[config.mk]
export PLATFORM = sky130hd
export DESIGN_NAME = regfile_mp_flat
export DESIGN_NICKNAME = d
export VERILOG_FILES = /design/src/rtl/regfile_mp_if.sv /design/src/rtl/regfile_mp.sv /design/src/flat_wrapper.sv
export SDC_FILE = /design/constraint.sdc
export NUM_CORES = 1
export LEC_CHECK = 0
export ABC_AREA = 1
export CORE_UTILIZATION = 30
export DETAILED_ROUTE_END_ITERATION = 10
export HOLD_SLACK_MARGIN = 0.03
export PLACE_DENSITY_LB_ADDON = 0.12
export SLEW_MARGIN = 15
export SYNTH_ARGS = -nofsm -noshare
export SYNTH_HDL_FRONTEND = slang
export SYNTH_SLANG_ARGS = --single-unit
[constraint.sdc]
create_clock -name clk -period 2.1 [get_ports clk]
set_clock_uncertainty 0.2 [all_clocks]
set_input_delay 0.42 -clock clk [delete_from_list [all_inputs] [get_ports clk]]
set_output_delay 0.42 -clock clk [all_outputs]
set_load 0.1 [all_outputs]
[src/rtl/regfile_mp_if.sv]
// rtl/regfile_mp_if.sv - write/read/clear bundle between datapath controller and regfile_mp
interface regfile_mp_if #(
  parameter int AW  = 4,
  parameter int W   = 8,
  parameter int NRD = 3
);
  logic              we0;
  logic [AW-1:0]     waddr0;
  logic [W-1:0]      wdata0;
  logic              we1;
  logic [AW-1:0]     waddr1;
  logic [W-1:0]      wdata1;
  logic              re;
  logic [NRD*AW-1:0] raddr;
  logic [NRD*W-1:0]  rdata;
  logic [NRD-1:0]    rvalid;
  logic              clr_req;
  logic              clr_busy;

  modport master (
    output we0, waddr0, wdata0, we1, waddr1, wdata1, re, raddr, clr_req,
    input  rdata, rvalid, clr_busy
  );

  modport slave (
    input  we0, waddr0, wdata0, we1, waddr1, wdata1, re, raddr, clr_req,
    output rdata, rvalid, clr_busy
  );
endinterface

[src/rtl/regfile_mp.sv]
// rtl/regfile_mp.sv - multi-port register file, two prioritised writers, valid bits,
// optional write-to-read bypass and a one-entry-per-cycle clear sweep
module regfile_mp #(
  parameter int AW     = 4,
  parameter int DEPTH  = 15,
  parameter int W      = 8,
  parameter int NRD    = 3,
  parameter int BYPASS = 1
) (
  input  logic        clk,
  input  logic        rst_n,
  regfile_mp_if.slave bus
);

  localparam logic [AW:0]   DEPTH_L = (AW+1)'(DEPTH);
  localparam logic [AW-1:0] LAST    = AW'(DEPTH - 1);

  typedef enum logic {S_IDLE = 1'b0, S_SWEEP = 1'b1} state_t;

  state_t            r_state, w_state_nxt;
  logic [AW-1:0]     r_cnt, w_cnt_nxt;
  logic [W-1:0]      r_data [DEPTH];
  logic [DEPTH-1:0]  r_valid;
  logic [NRD*W-1:0]  r_rdata;
  logic [NRD-1:0]    r_rvalid;

  logic              w_busy;
  logic              w_wr0, w_wr1;
  logic [AW-1:0]     w_ra;
  logic [NRD*W-1:0]  w_rdata_nxt;
  logic [NRD-1:0]    w_rvalid_nxt;

  assign w_busy = (r_state == S_SWEEP);
  assign w_wr0  = bus.we0 && !w_busy && ({1'b0, bus.waddr0} < DEPTH_L);
  assign w_wr1  = bus.we1 && !w_busy && ({1'b0, bus.waddr1} < DEPTH_L);

  always_ff @(posedge clk or negedge rst_n) begin
    if (!rst_n) begin
      r_state <= S_IDLE;
      r_cnt   <= '0;
    end else begin
      r_state <= w_state_nxt;
      r_cnt   <= w_cnt_nxt;
    end
  end

  // clr_req during a sweep is deliberately not looked at
  always_comb begin
    w_state_nxt = r_state;
    w_cnt_nxt   = r_cnt;
    case (r_state)
      S_IDLE: begin
        if (bus.clr_req) begin
          w_state_nxt = S_SWEEP;
          w_cnt_nxt   = '0;
        end
      end
      S_SWEEP: begin
        if (r_cnt == LAST) begin
          w_state_nxt = S_IDLE;
          w_cnt_nxt   = '0;
        end else begin
          w_cnt_nxt = r_cnt + 1'b1;
        end
      end
      default: begin
        w_state_nxt = S_IDLE;
        w_cnt_nxt   = '0;
      end
    endcase
  end

  always_ff @(posedge clk or negedge rst_n) begin
    if (!rst_n) begin
      for (int k = 0; k < DEPTH; k++) r_data[k] <= '0;
      r_valid <= '0;
    end else if (w_busy) begin
      r_data[r_cnt]  <= '0;
      r_valid[r_cnt] <= 1'b0;
    end else begin
      if (w_wr0) begin
        r_data[bus.waddr0]  <= bus.wdata0;
        r_valid[bus.waddr0] <= 1'b1;
      end
      // port 1 is applied last so it wins an address collision
      if (w_wr1) begin
        r_data[bus.waddr1]  <= bus.wdata1;
        r_valid[bus.waddr1] <= 1'b1;
      end
    end
  end

  always_comb begin
    w_rdata_nxt  = '0;
    w_rvalid_nxt = '0;
    w_ra         = '0;
    for (int i = 0; i < NRD; i++) begin
      w_ra = bus.raddr[i*AW +: AW];
      if ({1'b0, w_ra} < DEPTH_L) begin
        w_rdata_nxt[i*W +: W] = r_data[w_ra];
        w_rvalid_nxt[i]       = r_valid[w_ra];
      end
      if (BYPASS != 0) begin
        if (w_wr0 && (bus.waddr0 == w_ra)) begin
          w_rdata_nxt[i*W +: W] = bus.wdata0;
          w_rvalid_nxt[i]       = 1'b1;
        end
        if (w_wr1 && (bus.waddr1 == w_ra)) begin
          w_rdata_nxt[i*W +: W] = bus.wdata1;
          w_rvalid_nxt[i]       = 1'b1;
        end
      end
    end
  end

  always_ff @(posedge clk or negedge rst_n) begin
    if (!rst_n) begin
      r_rdata  <= '0;
      r_rvalid <= '0;
    end else if (bus.re) begin
      r_rdata  <= w_rdata_nxt;
      r_rvalid <= w_rvalid_nxt;
    end
  end

  assign bus.rdata    = r_rdata;
  assign bus.rvalid   = r_rvalid;
  assign bus.clr_busy = w_busy;

endmodule
[src/flat_wrapper.sv]
// flat-port wrapper written by rule: the top's interface ports become plain ports
module regfile_mp_flat 
#(
  parameter int AW     = 4,
  parameter int DEPTH  = 15,
  parameter int W      = 8,
  parameter int NRD    = 3,
  parameter int BYPASS = 1
)
  (clk, rst_n, bus_we0, bus_waddr0, bus_wdata0, bus_we1, bus_waddr1, bus_wdata1, bus_re, bus_raddr, bus_clr_req, bus_rdata, bus_rvalid, bus_clr_busy);
  regfile_mp_if #(.AW(AW), .W(W), .NRD(NRD)) bus_i ();
  input  logic clk;
  input  logic rst_n;
  input wire logic [$bits(bus_i.we0)-1:0] bus_we0;
  input wire logic [$bits(bus_i.waddr0)-1:0] bus_waddr0;
  input wire logic [$bits(bus_i.wdata0)-1:0] bus_wdata0;
  input wire logic [$bits(bus_i.we1)-1:0] bus_we1;
  input wire logic [$bits(bus_i.waddr1)-1:0] bus_waddr1;
  input wire logic [$bits(bus_i.wdata1)-1:0] bus_wdata1;
  input wire logic [$bits(bus_i.re)-1:0] bus_re;
  input wire logic [$bits(bus_i.raddr)-1:0] bus_raddr;
  input wire logic [$bits(bus_i.clr_req)-1:0] bus_clr_req;
  output wire logic [$bits(bus_i.rdata)-1:0] bus_rdata;
  output wire logic [$bits(bus_i.rvalid)-1:0] bus_rvalid;
  output wire logic [$bits(bus_i.clr_busy)-1:0] bus_clr_busy;
  assign bus_i.we0 = bus_we0;
  assign bus_i.waddr0 = bus_waddr0;
  assign bus_i.wdata0 = bus_wdata0;
  assign bus_i.we1 = bus_we1;
  assign bus_i.waddr1 = bus_waddr1;
  assign bus_i.wdata1 = bus_wdata1;
  assign bus_i.re = bus_re;
  assign bus_i.raddr = bus_raddr;
  assign bus_i.clr_req = bus_clr_req;
  assign bus_rdata = bus_i.rdata;
  assign bus_rvalid = bus_i.rvalid;
  assign bus_clr_busy = bus_i.clr_busy;
  regfile_mp #(.AW(AW), .DEPTH(DEPTH), .W(W), .NRD(NRD), .BYPASS(BYPASS)) u_core (.clk(clk), .rst_n(rst_n), .bus(bus_i));
endmodule
# After elaboration in Yosys (flattened, before gate mapping)
# Index checks and enable logic that the tools add are counted.
# op_classes
n_eq_ne	8
n_bitwise	13
mux	61
order_cmp	23
n_addsub	1
reduce_logical	17
# ops
op	count
120-bit two-way mux	4
120-bit bitwise mux	2
8-bit two-way mux	18
120-bit bitwise AND	1
120-bit inverter	1
8-bit binary-select mux with 4-bit select	3
8-bit demux with 4-bit select	3
15-bit two-way mux	4
5-bit >= comparator, second input constant	6
4-bit by 5-bit less-than comparator with 1-bit output, second input constant	6
4-bit inverter with 5-bit output	6
15-bit OR	2
4-bit equality test	6
4-bit less-than comparator, second input constant	5
1-bit two-way mux	17
1-bit logical AND	16
15-bit bitwise AND	1
5-bit by 1-bit less-than comparator with 1-bit output, second input constant	3
15-bit inverter	1
1-bit binary-select mux with 4-bit select	3
1-bit demux with 4-bit select	3
4-bit by 1-bit >= comparator with 1-bit output, second input constant	3
4-bit two-way mux	2
4-bit case mux with 2 select lines	1
6 further kinds	6
# totals
word_cells	143
output_inout_bits	28
inputBits	42
regBits	167

# Longest topological paths before layout
# Gate-level depths: netlist of run 1.
# logic_depth
depth_word	11
depth_mapped	14
ltp_nobuf	13

# Worst setup path before layout of run 1
# No wires, ideal clock.
# synth_path
kind	reg-to-reg
start	reg u_core.r_state (netlist: u_core.bus.clr_busy)
end	reg u_core.r_data[104] (netlist name)
required_time_ps	1756
period_less_slack_ps	2314
setup_ps	144
path_buffers	1
arrival_time_ps	1971
slack_ps	-214
stages_incl_launch_ff	12
path_cell_list	dfrtp_1 -> buf_6 -> inv_2 -> nand2_4 -> a21oi_4 -> nand2_4 -> inv_2 -> nand2_2 -> nand2_1 -> nand3_1 -> nand2_1 -> o21ai_0
# synth_via
elab_chain_cells	8
elab_cells_between_ends	10
classes_between	mux (5); reduce/logical (5)
# synth_lines
element	line	rtl
start: declaration	regfile_mp.sv:20	state_t r_state, w_state_nxt;
start signal: assignment	regfile_mp.sv:42	r_state <= w_state_nxt;
1-bit logical NOT	regfile_mp.sv:34, regfile_mp.sv:35	
1-bit logical AND (2 in a row)	regfile_mp.sv:34	assign w_wr0 = bus.we0 && !w_busy && ({1'b0, bus.waddr0} < DEPTH_L);
120-bit two-way mux	regfile_mp.sv:81	if (w_wr0) begin
120-bit two-way mux	regfile_mp.sv:77	end else if (w_busy) begin
120-bit bitwise mux	regfile_mp.sv:87	r_data[bus.waddr1] <= bus.wdata1;
120-bit two-way mux	regfile_mp.sv:86	if (w_wr1) begin
120-bit two-way mux (*)	regfile_mp.sv:77	
end signal: indexed assignment	regfile_mp.sv:82	r_data[bus.waddr0] <= bus.wdata0;
end signal: indexed assignment	regfile_mp.sv:87	
end: declaration	regfile_mp.sv:22	logic [W-1:0] r_data [DEPTH];
# Every way passes the cells marked *; elsewhere a longest branch is shown, timed or not. The select of a mux whose other input is x is not followed.
# A chain may end at the register's enable or synchronous reset.

# Worst setup path after layout of run 1
# layout_path
start	reg u_core.r_state (netlist: u_core.bus.clr_busy)
end	out bus_clr_busy
# layout_lines
element	line	rtl
end: declaration	flat_wrapper.sv:25	output wire logic [$bits(bus_i.clr_busy)-1:0] bus_clr_busy;
# No word-level cell between the ends.

==> out/metrics.yaml, run 1 <==
outcome:
  status: "complete, no violations"
critical_path:
  worst-endpoint-required_ns: 1.48
  timing.rr.start: "u_core.bus.clr_busy"
  worst-r2r-setup-slack_ns: 0.03
  startpoint: "u_core.bus.clr_busy"
  startpoint_type: "register"
  crit_arrival_ns: 1.46
  end_kind: "primary output"
  reg2reg_depth: 9
  crit_type: "reg -> out"
  cp_max_fo: 22
  r2r-end: "u_core.r_data[88]"
sta:
  worst_pin_slew_ns: 0.733
  setup_tns_ns: 0
  fin_crit_ns: 2.08
  max_slew_margin_pct: 50.9
  max_freq_mhz: 481
  setup_viol: 0
  finalCritPeriodShare_pct: 98.9
  hold_violations: 0
  rsz0062_at_grt: "true"
  slew_violations: 0
clock_network:
  clockBufferDepth: 2
  clkTransAtPathRegs_ns: 0.08
  numCtsBuffers: 17
  cts_sinks: 167
  htreeDepth: 4
  cts_tree: "built"
  clk_latency_ns: 0.51
  cts.root.buffer_cell: "clkbuf_16"
final_layout:
  final_cell_mix: "1161 x nand2_1, 249 x nand3_1, 236 x inv_1"
  drive_gt1_share_pct: 15.5
  regArea_mm2: 0.00418
  multi_input_area_mm2: 0.00881
  layout_commonest_cell: "nand2_1"
  nets: 2777
  utilization_pct: 39.6
  insertedDiodeCount: 0
  stdcell_count: 3363
  fillCellCount: 5196
  area_growth_syn_to_layout_pct: 30.2
  final_area_mm2: 0.0189
logic_synthesis:
  netlist-cell-type-count: 38
  synth-seq-cells: 167
  synth_area_mm2: 0.0145
  avgSynthCellArea_um2: 5.80
  yosysSeqAreaShare_pct: 28.8
  syn_inst: 2507
  ys_warn_count: 0
  synth_nets: 2549
power_and_ir_drop:
  power.density_mw_per_mm2: 942
  p_comb_share_pct: 51.3
  internal-power_w: 0.00905
  p_clk_share_pct: 19.1
  p_leak_nw: 10.5
  ir_drop_v: 0.000638
  p_sw_w: 0.00879
  p_seq_share_pct: 29.6
  switching_share_pct: 49.3
hold_path:
  worstHoldPathType: "in -> async"
grt:
  grt_antenna_before_repair: 4
  first_global_vias: 16400
  track_usage_pct: 32.0
  grt-ovfl-total: 0
  grt_first_pass_wirelength_um: 113000
  grt_max_degree: 50
placed_design:
  place.gp.congestion: 0.995
  dp.cells: 3326
  place_area_mm2: 0.0181
  dp_hpwl_um: 60000
  port_buffers: 69
floorplan:
  die_area_mm2: 0.0493
  die_w_um: 222
  ioPinCount: 70
  start_util_pct: 30.4
  rows: 80
  die_h_um: 222
  core_area_mm2: 0.0477
detailed_routing:
  num_vias: 17700
  drtIter0Drc: 1905
  firstDrtPassIters: 6
  routedWlPerCell_um: 23.3
  routed_wirelength_um: 78400
  ant_nets: 0
  drcViolationCount: 0
  vias_per_cell: 5.25
flow_run:
  drv_cap: 0
[power groups by stage]
stage / clock, W / sequential [W] / combinational [W]
after floorplan: 0 / 0.00577 / 0.00458
after global placement: 0 / 0.00528 / 0.00888
after detailed placement: 0 / 0.00530 / 0.00893
after CTS: 0.00350 / 0.00525 / 0.00896
after global routing: 0.00360 / 0.00539 / 0.00996
final: 0.00340 / 0.00529 / 0.00914
[cells in the mapped netlist]
cell type | n | share of area (%)
nand2_1 | 1165 | 30
nand3_1 | 259 | 8.9
inv_1 | 238 | 6.1
o21ai_0 | 191 | 6.6
dfrtp_1 | 167 | 29
nor2_1 | 100 | 2.6
o211ai_1 | 62 | 3.2
clkbuf_1 | 53 | 1.4
a21oi_1 | 51 | 1.8
buf_2 | 44 | 1.5
inv_2 | 22 | 0.57
o21ai_1 | 18 | 0.62
nand2_2 | 15 | 0.65
clkinv_1 | 13 | 0.34
buf_4 | 11 | 0.57
xor2_1 | 11 | 0.66
nor2_4 | 10 | 0.77
buf_6 | 8 | 0.62
nand2_4 | 8 | 0.62
nand4_1 | 8 | 0.34
buf_1 | 7 | 0.18
nand3b_1 | 7 | 0.36
nand3_2 | 5 | 0.34
nor2_2 | 5 | 0.22
nor2_8 | 5 | 0.69
xnor2_1 | 5 | 0.30
a31oi_1 | 4 | 0.17
a21oi_4 | 2 | 0.22
clkbuf_2 | 2 | 0.069
nor3_2 | 2 | 0.14
o31ai_1 | 2 | 0.10
a22o_1 | 1 | 0.060
and2_1 | 1 | 0.043
nand3_4 | 1 | 0.12
o21a_4 | 1 | 0.10
o21ai_4 | 1 | 0.11
o21bai_1 | 1 | 0.052
o22ai_1 | 1 | 0.043
[through the flow]
step,power [W],setup slack (ns),hold WS [ns]
floorplan,0.0103,0.00184,-0.0756
global placement,0.0142,-0.493,0.187
detailed placement,0.0142,-0.481,0.180
CTS,0.0177,0.0105,0.199
global route,0.0189,-0.0462,0.234
finish,0.0178,0.0221,0.203
[worst max-delay path by stage]
stage	end	slack, ns	depth (start not counted)
after floorplan	u_core.r_data[104]	0.002	11
after global placement	u_core.bus.rdata[7]	-0.49	13
after detailed placement	u_core.r_data[108]	-0.48	11
after CTS	bus_clr_busy	0.01	2
after global routing	u_core.r_data[88]	-0.05	9
final	bus_clr_busy	0.02	2
[critical path, stage by stage, from the launching register on]
cell and delay, ns:
dfrtp_2 0.40, buf_4 0.32, buf_12 0.22
[registers in the layout, indices dropped and copies added (netlist names)]
| signal | cells |
|---|---|
| u_core.bus.clr_busy | 1 |
| u_core.r_cnt | 4 |
| u_core.bus.rdata | 24 |
| u_core.bus.rvalid | 3 |
| u_core.r_valid | 15 |
| u_core.r_data | 120 |
[routing by layer]
layer,track usage [%],wire [um],vias to the layer above
met4,16.2,3930,0
met5,0,0,-
met1,43.8,34700,8307
li1,-,-,8345
met2,47.8,33400,861
met3,6.31,6400,147
[repair_timing]
action                                 in CTS  in global routing
setup endpoints to repair                   0                 75
resized for setup                           0                 37
hold buffers                                1                  0
buffers inserted                            0                  4
endpoints found under the hold margin     111                  0
[area by class of cell]
type / instances / area share, %
clock buffer: 24 / 2.70
inverter: 273 / 5.45
clock inverter: 8 / 0.450
tap: 615 / 4.07
timing repair buffer: 334 / 18.7
multi-input combinational: 1942 / 46.5
sequential: 167 / 22.1
[cells by family after synthesis]
logic type,after synthesis,share of synthesized area (%)
simple gates,1591,45.9
buf+inv,398,11.4
flops,167,28.8
xor+xnor,16,0.964
compound gates,335,13.0
Note: power is estimated with default switching activity, not from simulation.
==> run 2: changes to the inputs <==
- CORE_UTILIZATION: 30 -> 45
- CTS_CLUSTER_SIZE: default -> 20
==> run 2 against run 1 <==
Combinational power decreased by 3.1%. Clock-buffer cell count down 7. Maximum frequency rose by 0.72%. Sequential share of layout area up 0.63 points. Non-clock buffer count down 53. Setup slack improved by 0.015 ns. Register-to-register slack hardly changed. Global-route usage increased by 12 points. Via count rose by 1.5%. Sequential cell count stayed put. Die area decreased by 33%. Highest routed layer unchanged.
==> out/metrics.yaml, run 2 (synthesis gave the netlist of run 1 again) <==
detailed_routing:
  firstDrtPassIters: 10  # was 6
  drtIter0Drc: 2649  # was 1905
  vias_per_cell: 5.79  # was 5.25
  routedWlPerCell_um: 23.2  # was 23.3 um
  wl_met3_um: 9250  # was 6400 um
  ant_nets: 0  # unchanged
  drcViolationCount: 0  # unchanged
  wl_met1_um: 27500  # was 34700 um
  topRoutingLayerUsed: "met4"  # unchanged
  routed_wirelength_um: 71800  # was 78400 um
  num_vias: 17900  # was 17700
  route.met2.wl_um: 29700  # was 33400 um
sta:
  fin_crit_ns: 2.06  # was 2.08 ns
  max_freq_mhz: 485  # was 481 MHz
  setup_slack_ns: 0.0370  # was 0.0221 ns
  hold_ws_ns: 0.224  # was 0.203 ns
  slew_violations: 0  # unchanged
  max_slew_margin_pct: 31.8  # was 50.9%
  setup_viol: 0  # unchanged
  worst_pin_slew_ns: 1.02  # was 0.733 ns
  rsz0062_at_grt: "true"  # unchanged
  hold_violations: 0  # unchanged
  finalCritPeriodShare_pct: 98.2  # was 98.9%
grt:
  grt_antenna_before_repair: 1  # was 4
  first_global_vias: 16400  # about the same
  grt-ovfl-total: 0  # unchanged
  track_usage_pct: 43.6  # was 32.0%
  grt_max_degree: 68  # was 50
  grt_first_pass_wirelength_um: 105000  # was 113000 um
outcome:
  status: "complete, no violations"  # unchanged
power_and_ir_drop:
  power.density_mw_per_mm2: 950  # was 942 mW/mm2
  finalPower_w: 0.0175  # was 0.0178 W
  p_leak_nw: 10.3  # was 10.5 nW
  ir_drop_v: 0.000813  # was 0.000638 V
clock_network:
  cts_tree: "built"  # unchanged
  cts.root.buffer_cell: "clkbuf_16"  # unchanged
  clkTransAtPathRegs_ns: 0.07  # was 0.08 ns
  clk_latency_ns: 0.48  # was 0.51 ns
  numCtsBuffers: 17  # unchanged
  cts_sinks: 167  # unchanged
  clockBufferDepth: 2  # unchanged
  htreeDepth: 4  # unchanged
critical_path:
  worst-r2r-setup-slack_ns: 0.04  # was 0.03 ns
  startpoint: "u_core.bus.clr_busy"  # unchanged
  timing.rr.start: "u_core.bus.clr_busy"  # unchanged
  max_stage_delay_ns: 0.82  # was 0.40 ns
  startpoint_type: "register"  # unchanged
  cp_max_fo: 67  # was 22
  crit_type: "reg -> reg"  # was reg -> out
  worst-endpoint-required_ns: 2.31  # was 1.48 ns
  crit_chain: "inv_4 > buf_12 > a21oi_1 > nand2_1 > nand2_1"  # was buf_4 > buf_12
  cpMostUsedCell: "nand2_1"
  end_kind: "register"  # was primary output
  crit_arrival_ns: 2.27  # was 1.46 ns
  crit_slowest_cell: "a21oi_1"  # was dfrtp_2
final_layout:
  final_cell_mix: "1160 x nand2_1, 251 x nand3_1, 235 x inv_1"  # was 1161 x nand2_1, 249 x nand3_1, 236 x inv_1
  utilization_pct: 58.2  # was 39.6%
  area_growth_syn_to_layout_pct: 26.6  # was 30.2%
  regArea_mm2: 0.00418  # unchanged
  drive_gt1_share_pct: 13.9  # was 15.5%
  multi_input_area_mm2: 0.00885  # was 0.00881 mm2
  nets: 2725  # was 2777
  stdcell_count: 3098  # was 3363
  fillCellCount: 3100  # was 5196
  regMostFlops: "u_core.r_data"  # unchanged
  largest_register_ffs: 120  # unchanged
  layout_commonest_cell: "nand2_1"  # unchanged
  insertedDiodeCount: 0  # unchanged
placed_design:
  place.gp.congestion: 1.07  # was 0.995
  port_buffers: 69  # unchanged
  dp.cells: 3058  # was 3326
  dp_hpwl_um: 53000  # was 60000 um
  preCtsSetupSlack_ns: -0.537  # was -0.481 ns
floorplan:
  die_h_um: 182  # was 222 um
  core_area_mm2: 0.0316  # was 0.0477 mm2
  rows: 65  # was 80
  die_area_mm2: 0.0330  # was 0.0493 mm2
  die_w_um: 182  # was 222 um
  ioPinCount: 70  # unchanged
  start_util_pct: 45.9  # was 30.4%
flow_run:
  drv_cap: 0  # unchanged
hold_path:
  worstHoldPathType: "in -> async"  # unchanged
==> run 2: area by class of cell <==
class,count,area share (%)
well taps,402,2.73
clock inverters,15,0.864
multi-input cells,1943,48.1
clock buffers,17,2.31
flip-flops and latches,167,22.7
inverters,273,5.62
repair buffers,281,17.7
==> run 2: worst max-delay path: cells and delay by family, from the launching register on <==
| family | cells | cell delay, ns |
|---|---|---|
| compound gates | 1 | 0.82 |
| flops | 1 | 0.47 |
| buf+inv | 2 | 0.30 |
| simple gates | 2 | 0.21 |
==> run 2: path summary, 6_finish.rpt <==
check | end | depth (start not counted)
min in group clk | u_core.r_data[11] | 2
hold reg to reg | u_core.r_data[11] | 2
setup / recovery | u_core.r_data[97] | 5
setup reg to reg | u_core.r_data[97] | 5
max in group asynchronous | u_core.r_data[4] | 3
hold / removal | u_core.r_data[106] | 2
==> run 2: timing repair <==
item	in CTS	in global routing
resized for setup	3	50
cloned	0	1
pin swaps	0	6
buffers inserted	0	6
endpoints found under the hold margin	129	0
hold buffers	1	0
endpoints found under the setup margin	21	87
==> run 2: metrics by stage <==
step | TNS (ns) | area, um2
after floorplan | 0 | 14500
after CTS | 0 | 18100
after detailed placement | -61.72 | 17500
final | 0 | 18400
after global placement | -64.57 | 17500
after global routing | -0.132 | 18400
==> run 2: power by group <==
| group | switching (W) | internal [W] | total [W] | leakage, nW |
|---|---|---|---|---|
| clock | 0.00166 | 0.00168 | 0.00334 | 0.275 |
| combinational | 0.00593 | 0.00293 | 0.00886 | 7.77 |
| sequential | 0.00111 | 0.00418 | 0.00529 | 2.27 |
==> run 2: per-layer routing <==
| layer | vias to the layer above | track usage (%) |
|---|---|---|
| li1 | 8236 | - |
| met1 | 8216 | 56.4 |
| met2 | 1226 | 64.4 |
| met3 | 248 | 10.9 |
| met4 | 0 | 29.2 |
| met5 | - | 0 |
